<file path="src/rtl/spi_byte_sequencer_if.sv">
// rtl/spi_byte_sequencer_if.sv - host-side and SPI-master-side signals of the byte sequencer
interface spi_byte_sequencer_if #(
    parameter int bus_width = 8,
    parameter int DEPTH     = 8
);
    logic                   i_Wr_En;
    logic [bus_width-1:0]   i_Wr_Data;
    logic                   o_TX_Full;
    logic [$clog2(DEPTH):0] o_TX_Count;
    logic                   i_Rd_En;
    logic [bus_width-1:0]   o_Rd_Data;
    logic                   o_RX_Empty;
    logic                   o_Busy;
    logic                   o_TX_Ovf;
    logic                   o_RX_Ovf;
    logic                   i_Flag_Clr;
    logic                   o_TX_DV;
    logic [bus_width-1:0]   o_TX_Byte;
    logic                   i_TX_Ready;
    logic [bus_width-1:0]   i_RX_Byte;

    // slave: the sequencer itself; master: whatever drives it (host plus SPI master)
    modport slave (
        input  i_Wr_En, i_Wr_Data, i_Rd_En, i_Flag_Clr, i_TX_Ready, i_RX_Byte,
        output o_TX_Full, o_TX_Count, o_Rd_Data, o_RX_Empty, o_Busy,
               o_TX_Ovf, o_RX_Ovf, o_TX_DV, o_TX_Byte
    );

    modport master (
        output i_Wr_En, i_Wr_Data, i_Rd_En, i_Flag_Clr, i_TX_Ready, i_RX_Byte,
        input  o_TX_Full, o_TX_Count, o_Rd_Data, o_RX_Empty, o_Busy,
               o_TX_Ovf, o_RX_Ovf, o_TX_DV, o_TX_Byte
    );
endinterface

</file>
<file path="src/rtl/spi_byte_sequencer.sv">
// rtl/spi_byte_sequencer.sv - TX/RX byte FIFOs feeding an SPI master over its DV/ready handshake
module spi_byte_sequencer #(
    parameter int bus_width = 8,
    parameter int DEPTH     = 8
) (
    input  logic                 i_Clk,
    input  logic                 i_Rst,
    spi_byte_sequencer_if.slave  bus
);
    localparam int PW = $clog2(DEPTH);
    localparam int CW = PW + 1;
    localparam logic [CW-1:0] FULL_CNT = CW'(DEPTH);

    typedef enum logic [1:0] {IDLE, WAIT_BUSY, WAIT_DONE} state_t;
    state_t state;

    logic [bus_width-1:0] tx_mem [DEPTH];
    logic [bus_width-1:0] rx_mem [DEPTH];

    logic [PW-1:0]        tx_wr_ptr, tx_rd_ptr, rx_wr_ptr, rx_rd_ptr;
    logic [CW-1:0]        tx_count, rx_count;
    logic                 tx_full_q, rx_empty_q, busy_q, tx_dv_q, tx_ovf_q, rx_ovf_q;
    logic [bus_width-1:0] tx_byte_q, rd_data_q;

    logic                 tx_pop, tx_push, tx_ovf_set;
    logic                 rx_cap, rx_pop, rx_push, rx_ovf_set;
    logic [CW-1:0]        tx_count_nxt, rx_count_nxt;
    logic [PW-1:0]        rx_rd_ptr_nxt;
    logic [bus_width-1:0] rx_head_nxt;

    always_comb begin
        tx_pop       = (state == IDLE) && (tx_count != '0) && bus.i_TX_Ready;
        // a same-cycle pop frees the slot, so a push into a full FIFO is still accepted
        tx_push      = bus.i_Wr_En && ((tx_count != FULL_CNT) || tx_pop);
        tx_ovf_set   = bus.i_Wr_En && (tx_count == FULL_CNT) && !tx_pop;
        tx_count_nxt = tx_count + CW'(tx_push) - CW'(tx_pop);

        rx_cap       = (state == WAIT_DONE) && bus.i_TX_Ready;
        rx_pop       = bus.i_Rd_En && (rx_count != '0);
        rx_push      = rx_cap && ((rx_count != FULL_CNT) || rx_pop);
        rx_ovf_set   = rx_cap && (rx_count == FULL_CNT) && !rx_pop;
        rx_count_nxt = rx_count + CW'(rx_push) - CW'(rx_pop);

        // Head after this edge: the byte being written if it lands at the new read slot
        rx_rd_ptr_nxt = rx_rd_ptr + PW'(rx_pop);
        rx_head_nxt   = (rx_push && (rx_rd_ptr_nxt == rx_wr_ptr)) ? bus.i_RX_Byte
                                                                   : rx_mem[rx_rd_ptr_nxt];
    end

    always_ff @(posedge i_Clk) begin
        if (tx_push) tx_mem[tx_wr_ptr] <= bus.i_Wr_Data;
        if (rx_push) rx_mem[rx_wr_ptr] <= bus.i_RX_Byte;
    end

    always_ff @(posedge i_Clk or posedge i_Rst) begin
        if (i_Rst) begin
            state      <= IDLE;
            tx_wr_ptr  <= '0;
            tx_rd_ptr  <= '0;
            rx_wr_ptr  <= '0;
            rx_rd_ptr  <= '0;
            tx_count   <= '0;
            rx_count   <= '0;
            tx_full_q  <= 1'b0;
            rx_empty_q <= 1'b1;
            busy_q     <= 1'b0;
            tx_dv_q    <= 1'b0;
            tx_byte_q  <= '0;
            rd_data_q  <= '0;
            tx_ovf_q   <= 1'b0;
            rx_ovf_q   <= 1'b0;
        end else begin
            case (state)
                IDLE: begin
                    if (tx_pop) begin
                        state  <= WAIT_BUSY;
                        busy_q <= 1'b1;
                    end
                end
                WAIT_BUSY: begin
                    if (!bus.i_TX_Ready) state <= WAIT_DONE;
                end
                WAIT_DONE: begin
                    if (bus.i_TX_Ready) begin
                        state  <= IDLE;
                        busy_q <= 1'b0;
                    end
                end
                default: begin
                    state  <= IDLE;
                    busy_q <= 1'b0;
                end
            endcase

            tx_dv_q <= tx_pop;
            if (tx_pop) tx_byte_q <= tx_mem[tx_rd_ptr];

            if (tx_push) tx_wr_ptr <= tx_wr_ptr + PW'(1);
            if (tx_pop)  tx_rd_ptr <= tx_rd_ptr + PW'(1);
            tx_count  <= tx_count_nxt;
            tx_full_q <= (tx_count_nxt == FULL_CNT);

            if (rx_push) rx_wr_ptr <= rx_wr_ptr + PW'(1);
            rx_rd_ptr  <= rx_rd_ptr_nxt;
            rx_count   <= rx_count_nxt;
            rx_empty_q <= (rx_count_nxt == '0);
            if (rx_count_nxt != '0) rd_data_q <= rx_head_nxt;

            tx_ovf_q <= bus.i_Flag_Clr ? 1'b0 : (tx_ovf_q | tx_ovf_set);
            rx_ovf_q <= bus.i_Flag_Clr ? 1'b0 : (rx_ovf_q | rx_ovf_set);
        end
    end

    assign bus.o_TX_Full  = tx_full_q;
    assign bus.o_TX_Count = tx_count;
    assign bus.o_Rd_Data  = rd_data_q;
    assign bus.o_RX_Empty = rx_empty_q;
    assign bus.o_Busy     = busy_q;
    assign bus.o_TX_Ovf   = tx_ovf_q;
    assign bus.o_RX_Ovf   = rx_ovf_q;
    assign bus.o_TX_DV    = tx_dv_q;
    assign bus.o_TX_Byte  = tx_byte_q;
endmodule
</file>
<file path="src/flat_wrapper.sv">
// flat-port wrapper written by rule: the top's interface ports become plain ports
module spi_byte_sequencer_flat 
#(
    parameter int bus_width = 8,
    parameter int DEPTH     = 8
)
  (i_Clk, i_Rst, bus_i_Wr_En, bus_i_Wr_Data, bus_i_Rd_En, bus_i_Flag_Clr, bus_i_TX_Ready, bus_i_RX_Byte, bus_o_TX_Full, bus_o_TX_Count, bus_o_Rd_Data, bus_o_RX_Empty, bus_o_Busy, bus_o_TX_Ovf, bus_o_RX_Ovf, bus_o_TX_DV, bus_o_TX_Byte);
  spi_byte_sequencer_if #(.bus_width(bus_width), .DEPTH(DEPTH)) bus_i ();
  input  logic i_Clk;
  input  logic i_Rst;
  input wire logic [$bits(bus_i.i_Wr_En)-1:0] bus_i_Wr_En;
  input wire logic [$bits(bus_i.i_Wr_Data)-1:0] bus_i_Wr_Data;
  input wire logic [$bits(bus_i.i_Rd_En)-1:0] bus_i_Rd_En;
  input wire logic [$bits(bus_i.i_Flag_Clr)-1:0] bus_i_Flag_Clr;
  input wire logic [$bits(bus_i.i_TX_Ready)-1:0] bus_i_TX_Ready;
  input wire logic [$bits(bus_i.i_RX_Byte)-1:0] bus_i_RX_Byte;
  output wire logic [$bits(bus_i.o_TX_Full)-1:0] bus_o_TX_Full;
  output wire logic [$bits(bus_i.o_TX_Count)-1:0] bus_o_TX_Count;
  output wire logic [$bits(bus_i.o_Rd_Data)-1:0] bus_o_Rd_Data;
  output wire logic [$bits(bus_i.o_RX_Empty)-1:0] bus_o_RX_Empty;
  output wire logic [$bits(bus_i.o_Busy)-1:0] bus_o_Busy;
  output wire logic [$bits(bus_i.o_TX_Ovf)-1:0] bus_o_TX_Ovf;
  output wire logic [$bits(bus_i.o_RX_Ovf)-1:0] bus_o_RX_Ovf;
  output wire logic [$bits(bus_i.o_TX_DV)-1:0] bus_o_TX_DV;
  output wire logic [$bits(bus_i.o_TX_Byte)-1:0] bus_o_TX_Byte;
  assign bus_i.i_Wr_En = bus_i_Wr_En;
  assign bus_i.i_Wr_Data = bus_i_Wr_Data;
  assign bus_i.i_Rd_En = bus_i_Rd_En;
  assign bus_i.i_Flag_Clr = bus_i_Flag_Clr;
  assign bus_i.i_TX_Ready = bus_i_TX_Ready;
  assign bus_i.i_RX_Byte = bus_i_RX_Byte;
  assign bus_o_TX_Full = bus_i.o_TX_Full;
  assign bus_o_TX_Count = bus_i.o_TX_Count;
  assign bus_o_Rd_Data = bus_i.o_Rd_Data;
  assign bus_o_RX_Empty = bus_i.o_RX_Empty;
  assign bus_o_Busy = bus_i.o_Busy;
  assign bus_o_TX_Ovf = bus_i.o_TX_Ovf;
  assign bus_o_RX_Ovf = bus_i.o_RX_Ovf;
  assign bus_o_TX_DV = bus_i.o_TX_DV;
  assign bus_o_TX_Byte = bus_i.o_TX_Byte;
  spi_byte_sequencer #(.bus_width(bus_width), .DEPTH(DEPTH)) u_core (.i_Clk(i_Clk), .i_Rst(i_Rst), .bus(bus_i));
endmodule
</file>
<file path="config.mk">
export PLATFORM = sky130hd
export DESIGN_NAME = spi_byte_sequencer_flat
export DESIGN_NICKNAME = d
export VERILOG_FILES = /design/src/rtl/spi_byte_sequencer_if.sv /design/src/rtl/spi_byte_sequencer.sv /design/src/flat_wrapper.sv
export SDC_FILE = /design/constraint.sdc
export NUM_CORES = 1
export LEC_CHECK = 0
export CELL_PAD_IN_SITES_DETAIL_PLACEMENT = 0
export CELL_PAD_IN_SITES_GLOBAL_PLACEMENT = 1
export CORE_AREA = 2 2 145 147
export CTS_CLUSTER_SIZE = 14
export DETAILED_ROUTE_END_ITERATION = 7
export DIE_AREA = 0 0 147 149
export GPL_TIMING_DRIVEN = 0
export PLACE_DENSITY_LB_ADDON = 0.1
export SYNTH_ARGS = -nofsm -noshare
export SYNTH_HDL_FRONTEND = slang
export SYNTH_SLANG_ARGS = --single-unit
export TNS_END_PERCENT = 100
</file>
<file path="constraint.sdc">
create_clock -name i_Clk -period 2.8 [get_ports i_Clk]
set_input_delay 0.7 -clock i_Clk [delete_from_list [all_inputs] [get_ports i_Clk]]
set_output_delay 0.7 -clock i_Clk [all_outputs]
set_load 0.02 [all_outputs]
</file>
==> flow_summary.ini, run 1 <==
[synthesis]
synth_flop_cell = edfxtp_1
ys_async_sr_fraction = 0.256
synth.top_cell.area_share = 0.550
yosysWarnings = 0
synth.largest_area_cell = edfxtp_1
synth.avg_cell_area_um2 = 17.5
yosys-top-cells-count = edfxtp_1, dfrtp_1, mux4_2
synthMostInstantiatedCell = edfxtp_1
synth_seq_area_share = 0.708
postSynthCellCount = 399
synth_area_um2 = 6990
synth_edf_count = 128
synthTopCellsByArea = edfxtp_1, dfrtp_1, mux4_2
synth_cell_type_count = 34
syn_nets = 440
ys_ff_latch = 172

[setup_path]
crit_buf_inv = 5
crit_fanout = 7
r2r_slack_ns = -0.02
cpPeakStageDelay_ns = 0.55
arrival_ns = 3.14
r2r-end = u_core.bus.o_Rd_Data[1]$_DFFE_PP0P_
critPathLaunchType = flip-flop
worstPathCellList = inv_2 -> ha_4 -> or2b_1 -> a31o_4 -> clkinv_4 -> ha_4 -> inv_2 -> fa_2 -> inv_4 -> nor4b_4 -> mux2i_4 -> buf_12 -> nor2_4 -> a21oi_2
cpLargestDelayFamily = adder cells
path_depth = 14
timing.rr.start = u_core.rx_count[3]$_DFF_PP0_
crit_slowest_cell = fa_2
worstSetupEndpointType = flip-flop
cp_data_required_time_ns = 3.11
r2r_cells = 14
worstSetupStartpoint = u_core.rx_count[3]$_DFF_PP0_
critPathKind = flip-flop to flip-flop

[min_path]
hp-class = flip-flop to flip-flop
hold_depth = 2
worstHoldStart = u_core.bus.o_Busy$_DFFE_PP0P_
hold_path_end = u_core.bus.o_Busy$_DFFE_PP0P_

[pwr]
p_leak_nw = 3.15
irDropWorstVdd_mv = 0.507
powerDensity_nw_per_um2 = 1140

[finish]
fin_area_um2 = 8950
drive_gt1_frac = 0.315
nets = 529
area_growth_pct = 28.1
antenna_cells = 0
fillers = 1869

[floorplanning]
fp-row-count = 53
fp.coreArea_um2 = 20600
dieArea_um2 = 21900
die_h_um = 149
die_x_um = 147
ios = 48
start_util = 0.340

[sta]
setup_viol = 8
setup_slack_ns = -0.0209
relSlewSlack = 0.326
tightest_slew_ns = 1.01
setup-tns-final_ns = -0.135
slew_violations = 0
finalHoldViolations = 0
min_period_ns = 2.82
max_freq_ghz = 0.354
timing.final.crit_share = 1.01
fin_skew_ns = 0.0113
rsz0062_at_grt = yes

[outcome]
status = finished, violations left
violations = negative setup slack

[global_route]
grt_pass1_vias = 3947
grt_pass1_wl_um = 23400
grt.total_usage = 0.147
antenna_found_initial = 0
grt_max_degree = 36
gr-total-overflow = 0

[place]
port_buffers = 47
post_dp_cell_area_um2 = 8030
dp.final_hpwl_um = 9780
gp_congestion = 0.702

[drt]
vias = 3662
drt_pass1_iterations = 4
drt_wl_total_um = 15100
ant_nets = 0
drc = 0
drt-initial-drc-count = 208
vias_per_cell = 4.72
wire_per_inst_um = 19.4

[clock_tree]
cts_tree = yes
clock_path_buffers = 2
htree_num_levels = 4
clock_latency_ns = 0.44
postCtsHoldBufs = 0
cts_inserted_buffers = 17
cts-root-buf = clkbuf_16
clkTransAtPathRegs_ns = 0.07
clock_sinks = 172

[flow_run]
max-cap-violations = 0
## worst min-delay path: stages, from the launching register on
cell and delay, ns:
dfrtp_1 0.35, nand2_1 0.05, nand2_1 0.05
## stage by stage
step	util	power, mW	hold slack, ns	setup WS (ns)	cells
after global routing	0.435	10.8	0.511	-0.124	776
after global placement	0.382	7.26	0.465	-1.42	721
final	0.435	10.2	0.477	-0.0209	776
after floorplan	-	6.11	0.475	-0.0753	399
after detailed placement	0.391	7.37	0.470	-1.42	731
after CTS	0.428	10.1	0.488	-0.0852	771
## state kept, by name, indices dropped and copies added (netlist names)
| signal | cells |
|---|---|
| u_core.rx_mem | 64 |
| u_core.tx_mem | 64 |
| u_core.bus.o_Rd_Data | 8 |
| u_core.bus.o_TX_Byte | 8 |
| u_core.bus.o_TX_Count | 4 |
| u_core.rx_count | 4 |
| u_core.rx_rd_ptr | 3 |
| u_core.rx_wr_ptr | 3 |
| u_core.tx_rd_ptr | 3 |
| u_core.tx_wr_ptr | 3 |
| u_core.state | 2 |
| u_core.bus.o_Busy | 1 |
| u_core.bus.o_RX_Empty | 1 |
| u_core.bus.o_RX_Ovf | 1 |
| u_core.bus.o_TX_DV | 1 |
| u_core.bus.o_TX_Full | 1 |
| u_core.bus.o_TX_Ovf | 1 |
## metal layers
layer	part of all wire	vias to the layer above	track usage	routed length, um
met4	0.010	0	0.0462	158
met3	0.025	13	0.0315	377
met2	0.54	50	0.269	8170
met1	0.42	1903	0.176	6390
met5	0	-	0	0
li1	-	1696	-	-
## cell families (layout without fill, tap and decap cells)
kind of cell             after synthesis  count (layout)  share of synthesized area
flip-flops                           172             172                      0.708
AND/OR/NAND/NOR                       69              69                     0.0476
multiplexers                          58              58                      0.142
buffers and inverters                 40             142                     0.0261
AO/OA/AOI/OAI                         27              27                     0.0220
adder cells (fa/ha/maj)               19              19                     0.0362
XOR/XNOR                              14              14                     0.0186
## worst max-delay path by stage
| stage | to | slack, ns |
|---|---|---|
| 4_1_cts | u_core.bus.o_Rd_Data[5]$_DFFE_PP0P_ | -0.09 |
| 2_1_floorplan | u_core.bus.o_Rd_Data[5]$_DFFE_PP0P_ | -0.08 |
| 3_3_place_gp | u_core.tx_mem[0][2]$_DFFE_PP_ | -1.42 |
| 5_1_grt | u_core.bus.o_Rd_Data[0]$_DFFE_PP0P_ | -0.12 |
| 6_report | u_core.bus.o_Rd_Data[1]$_DFFE_PP0P_ | -0.02 |
| 3_5_place_dp | u_core.bus.o_Rd_Data[5]$_DFFE_PP0P_ | -1.42 |
## power by group
part           internal [mW]  switching [mW]  leakage, nW  total, mW
registers               3.25           0.293         1.67       3.54
logic                   2.11            2.23         1.19       4.34
clock network           1.20            1.13        0.284       2.33
total                   6.56            3.65         3.15       10.2
## timing repair
action,4_1_cts,5_1_grt
endpoints found under the setup margin,54,10
cloned,1,0
pin swaps,6,6
setup buffers,7,6
gates resized for setup,28,36
## area by class of cell
class | instances | area [um^2] | area share
Buffer | 16 | 109 | 0.0122
Sequential cell | 172 | 4950 | 0.553
Inverter | 23 | 93.8 | 0.0105
Multi-Input combinational cell | 187 | 2160 | 0.242
Tap cell | 275 | 344 | 0.0384
Timing Repair Buffer | 71 | 699 | 0.0781
Clock inverter | 15 | 169 | 0.0189
Clock buffer | 17 | 425 | 0.0475
## cell usage in the layout, fill, tap and decap left out, types with 2 or more instances in the layout
| cell | instances |
|---|---|
| edfxtp_1 | 128 |
| clkdlybuf4s50_1 | 45 |
| dfrtp_1 | 42 |
| mux4_2 | 32 |
| nand2_1 | 18 |
| buf_4 | 17 |
| nor2_1 | 17 |
| clkbuf_16 | 17 |
| inv_1 | 16 |
| mux2i_1 | 16 |
| ha_1 | 15 |
| a21oi_1 | 13 |
| buf_6 | 9 |
| mux2_2 | 9 |
| xnor2_1 | 9 |
| nor2_4 | 8 |
| clkbuf_1 | 7 |
| a21oi_2 | 6 |
| nor3_2 | 6 |
| inv_2 | 5 |
| inv_6 | 5 |
| nor2_2 | 4 |
| clkinv_8 | 4 |
| inv_8 | 4 |
| buf_2 | 3 |
| nand2b_1 | 3 |
| xor2_1 | 3 |
| nor4_2 | 3 |
| nor4b_4 | 2 |
| a21o_1 | 2 |
| buf_8 | 2 |
| o21ai_0 | 2 |
| ha_4 | 2 |
| clkinvlp_4 | 2 |
| dlygate4sd2_1 | 2 |
| buf_12 | 2 |
(Power assumes the default switching activity.)
==> run 2, diff against run 1 <==
Settings changed: CAP_MARGIN from default to 20, TNS_END_PERCENT 100 to 1.
==> flow_summary.ini, run 2 (synthesized netlist as in run 1, its figures left out) <==
[drt]
ant_nets = 0
drt_pass1_iterations = 4
vias = 3626
drc = 0
wire_per_inst_um = 19.4
drt-initial-drc-count = 176
vias_per_cell = 4.73
drt_wl_total_um = 14900

[floorplanning]
fp.coreArea_um2 = 20600
die_h_um = 149
start_util = 0.340
fp-row-count = 53
dieArea_um2 = 21900
ios = 48
die_x_um = 147

[finish]
final_common_cell = edfxtp_1
reg_top3 = u_core.rx_mem x64, u_core.tx_mem x64
fillers = 1896
nets = 520
drive_gt1_frac = 0.293
area_growth_pct = 25.9
mostFrequentLayoutCells = edfxtp_1, clkdlybuf4s50_1, dfrtp_1, mux4_2
antenna_cells = 0
fin_area_um2 = 8800

[setup_path]
crit_buf_inv = 5
crit_fanout = 5
worstPathCellList = inv_1 -> ha_2 -> or2b_1 -> a31o_4 -> clkinv_4 -> ha_4 -> inv_2 -> fa_2 -> inv_4 -> nor4b_4 -> mux2i_4 -> buf_6 -> nor2_2 -> a21oi_1
cpPeakStageDelay_ns = 0.55
arrival_ns = 3.06
crit_slowest_cell = fa_2
worstSetupStartpoint = u_core.rx_count[3]$_DFF_PP0_
worstSetupEndpointType = flip-flop
critPathKind = flip-flop to flip-flop
critPathLaunchType = flip-flop
timing.rr.start = u_core.rx_count[3]$_DFF_PP0_
cp_data_required_time_ns = 3.10
cpLargestDelayFamily = adder cells

[sta]
timing.final.crit_share = 0.984
tightest_slew_ns = 1.01
rsz0062_at_grt = yes
setup_viol = 0
relSlewSlack = 0.325
whs_ns = 0.482
finalHoldViolations = 0
min_period_ns = 2.75
fin_skew_ns = 0.00922
slew_violations = 0
max_freq_ghz = 0.363

[place]
post_dp_cell_area_um2 = 7990
dp.final_hpwl_um = 9890
gp_congestion = 0.712
port_buffers = 47

[clock_tree]
clkTransAtPathRegs_ns = 0.07
clock_latency_ns = 0.43
cts_tree = yes
cts_inserted_buffers = 17
cts-root-buf = clkbuf_16
htree_num_levels = 4
clock_sinks = 172
clock_path_buffers = 2

[global_route]
gr-total-overflow = 0
antenna_found_initial = 0
grt_max_degree = 30
grt.total_usage = 0.146
grt_pass1_vias = 3933
grt_pass1_wl_um = 23300

[min_path]
hp-class = flip-flop to flip-flop
worstHoldStart = u_core.bus.o_Busy$_DFFE_PP0P_

[outcome]
status = finished, final reports clean

[flow_run]
max-cap-violations = 0

[pwr]
power_mw = 10.0
irDropWorstVdd_mv = 0.473
powerDensity_nw_per_um2 = 1140
p_leak_nw = 3.09
[run 2: repair_timing]
| item | CTS | global route |
|---|---|---|
| gates resized for setup | 27 | 24 |
| hold buffers | 0 | 0 |
| gates cloned | 1 | 0 |
| hold endpoints to repair | 0 | 0 |
| pin swaps | 8 | 5 |
| setup endpoints to repair | 74 | 10 |
| buffers inserted | 5 | 2 |
[run 2: tightest hold or removal path, delay by kind of cell, from the launching register on]
| family | cells | cell delay [ns] |
|---|---|---|
| flip-flops | 1 | 0.34 |
| AND/OR/NAND/NOR | 2 | 0.11 |
[run 2: layout make-up]
class	instances	area, um^2	area share
flip-flops and latches	172	4950	0.562
multi-input cells	187	2120	0.241
repair buffers	62	608	0.0691
clock buffers	18	429	0.0488
well taps	275	344	0.0391
clock inverters	14	146	0.0166
plain buffers	16	115	0.0131
inverters	23	93.8	0.0107
[run 2: where the power goes]
part | total, mW | internal (mW) | switching (mW)
clock network | 2.29 | 1.19 | 1.10
registers | 3.54 | 3.25 | 0.294
logic | 4.18 | 2.01 | 2.17
total | 10.0 | 6.45 | 3.56
[run 2: final timing paths]
check	end	slack, ns	cells past startpoint
worst max register to register	u_core.bus.o_Rd_Data[3]$_DFFE_PP0P_	0.05	14
min in group asynchronous	u_core.bus.o_TX_Byte[2]$_DFFE_PP0P_	0.57	2
max in group asynchronous	u_core.bus.o_RX_Empty$_DFF_PP1_	1.66	3
worst min-delay path	u_core.bus.o_Busy$_DFFE_PP0P_	0.48	2
worst max-delay path	u_core.bus.o_Rd_Data[3]$_DFFE_PP0P_	0.05	14
worst min register to register	u_core.bus.o_Busy$_DFFE_PP0P_	0.48	2
[run 2: layer usage]
metal | track usage | routed length [um]
met5 | 0 | 0
met4 | 0.0514 | 184
met3 | 0.0297 | 375
met2 | 0.263 | 7980
met1 | 0.175 | 6350
[run 2: through the flow]
step	setup slack, ns	utilization	cells	setup TNS (ns)
after floorplan	-0.0753	-	399	-0.216
after global placement	-1.61	0.382	721	-142.89
after detailed placement	-1.26	0.389	728	-65.74
after CTS	-0.0611	0.424	766	-0.353
after global routing	-0.132	0.428	767	-0.873
final	0.0452	0.428	767	0
==> run 3, diff against run 2 <==
Settings changed: SKIP_LAST_GASP from default to 1.
==> flow_summary.ini, run 3 (synthesized netlist as in run 1, its figures left out) <==
[floorplanning]
start_util = 0.340
fp.coreArea_um2 = 20600
ios = 48
die_x_um = 147
die_h_um = 149
dieArea_um2 = 21900
fp-row-count = 53

[setup_path]
r2r_cells = 14
cpPeakStageDelay_ns = 0.55
worstPathCellList = inv_1 -> ha_2 -> or2b_1 -> a31o_4 -> clkinv_4 -> ha_4 -> inv_2 -> fa_2 -> inv_4 -> nor4b_4 -> mux2i_4 -> buf_6 -> nor2_2 -> a21oi_1
cpLargestDelayFamily = adder cells
worstSetupEndpointType = flip-flop
crit_buf_inv = 5
r2r-end = u_core.bus.o_Rd_Data[3]$_DFFE_PP0P_
critPathKind = flip-flop to flip-flop
cp_data_required_time_ns = 3.10
timing.rr.start = u_core.rx_count[3]$_DFF_PP0_
crit_fanout = 5
crit_slowest_cell = fa_2
arrival_ns = 3.05
critPathLaunchType = flip-flop
r2r_slack_ns = 0.05

[place]
dpl.cell_count = 728
post_dp_cell_area_um2 = 7990
dp.final_hpwl_um = 9890
gp_congestion = 0.712
port_buffers = 47

[global_route]
grt_pass1_wl_um = 23300
grt.total_usage = 0.146
gr-total-overflow = 0
antenna_found_initial = 0
grt_max_degree = 30
grt_pass1_vias = 3935

[sta]
max_freq_ghz = 0.363
rsz0062_at_grt = yes
min_period_ns = 2.75
fin_skew_ns = 0.00919
setup_viol = 0
setup-tns-final_ns = 0
finalHoldViolations = 0
tightest_slew_ns = 0.984
slew_violations = 0
relSlewSlack = 0.341
whs_ns = 0.482
timing.final.crit_share = 0.983

[drt]
drc = 0
wl_met2_um = 7930
vias_per_cell = 4.71
drt_wl_total_um = 14900
wire_per_inst_um = 19.4
drt-initial-drc-count = 183
route.met3.wl_um = 409
drt_pass1_iterations = 4
vias = 3610
wl_met1_um = 6340
ant_nets = 0
top_layer_used = met4

[pwr]
irDropWorstVdd_mv = 0.471
p_leak_nw = 3.08
powerDensity_nw_per_um2 = 1130

[min_path]
worstHoldStart = u_core.bus.o_Busy$_DFFE_PP0P_
hp-class = flip-flop to flip-flop
hold_path_end = u_core.bus.o_Busy$_DFFE_PP0P_
hold_depth = 2

[clock_tree]
clock_latency_ns = 0.43
clkTransAtPathRegs_ns = 0.07
cts_inserted_buffers = 17
htree_num_levels = 4
cts-root-buf = clkbuf_16
clock_path_buffers = 2
clock_sinks = 172
cts_tree = yes

[finish]
nets = 520
area_growth_pct = 25.5
final_common_cell = edfxtp_1
stdcell_count = 767
utilization = 0.427
antenna_cells = 0
mostFrequentLayoutCells = edfxtp_1, clkdlybuf4s50_1, dfrtp_1, mux4_2, a21oi_1
fin_area_um2 = 8770
drive_gt1_frac = 0.283
reg_top3 = u_core.rx_mem x64, u_core.tx_mem x64

[outcome]
status = finished, final reports clean

[flow_run]
max-cap-violations = 0
[run 3: repair_timing]
item / in CTS / in global routing
buffers inserted: 5 / 2
resized for setup: 26 / 17
hold buffers: 0 / 0
pin swaps: 8 / 5
cloned: 1 / 0
hold endpoints to repair: 0 / 0
endpoints found under the setup margin: 74 / 10
[run 3: layout make-up]
| cell class | count | area [um^2] |
|---|---|---|
| Tap cell | 275 | 344 |
| Clock buffer | 18 | 429 |
| Buffer | 16 | 114 |
| Inverter | 23 | 93.8 |
| Sequential cell | 172 | 4950 |
| Fill cell | 1895 | 11800 |
| Timing Repair Buffer | 62 | 608 |
| Clock inverter | 14 | 146 |
| Multi-Input combinational cell | 187 | 2090 |
[run 3: worst max-delay path by stage]
stage	startpoint	to	slack [ns]	cells after the start
global route	u_core.rx_count[3]$_DFF_PP0_	u_core.bus.o_Rd_Data[3]$_DFFE_PP0P_	-0.13	14
global placement	bus_i_TX_Ready	u_core.tx_mem[0][1]$_DFFE_PP_	-1.61	5
detailed placement	bus_i_TX_Ready	u_core.bus.o_TX_Full$_DFF_PP0_	-1.26	11
floorplan	bus_i_Rd_En	u_core.bus.o_Rd_Data[5]$_DFFE_PP0P_	-0.08	13
finish	u_core.rx_count[3]$_DFF_PP0_	u_core.bus.o_Rd_Data[3]$_DFFE_PP0P_	0.05	14
CTS	u_core.rx_count[3]$_DFF_PP0_	u_core.bus.o_Rd_Data[5]$_DFFE_PP0P_	-0.06	15
[run 3: power breakdown]
part / switching, mW / internal, mW / total, mW
Clock: 1.10 / 1.19 / 2.29
Sequential: 0.287 / 3.25 / 3.54
Combinational: 2.14 / 1.97 / 4.11
Total: 3.52 / 6.41 / 9.93
[run 3: tightest hold or removal path: cells and delay by family, from the launching register on]
| family | cells | cell delay, ns |
|---|---|---|
| DFF | 1 | 0.34 |
| and+or+nand+nor | 2 | 0.11 |
[run 3: per-layer routing]
metal,vias to the layer above,GRT usage
li1,1671,-
met2,49,0.263
met4,0,0.0514
met3,13,0.0297
met1,1877,0.175
met5,-,0
[run 3: per-stage QoR]
| stage | power, mW | setup slack, ns |
|---|---|---|
| 6_report | 9.93 | 0.0477 |
| 5_1_grt | 10.5 | -0.127 |
| 3_3_place_gp | 7.29 | -1.61 |
| 4_1_cts | 10.0 | -0.0611 |
| 3_5_place_dp | 7.38 | -1.26 |
| 2_1_floorplan | 6.11 | -0.0753 |
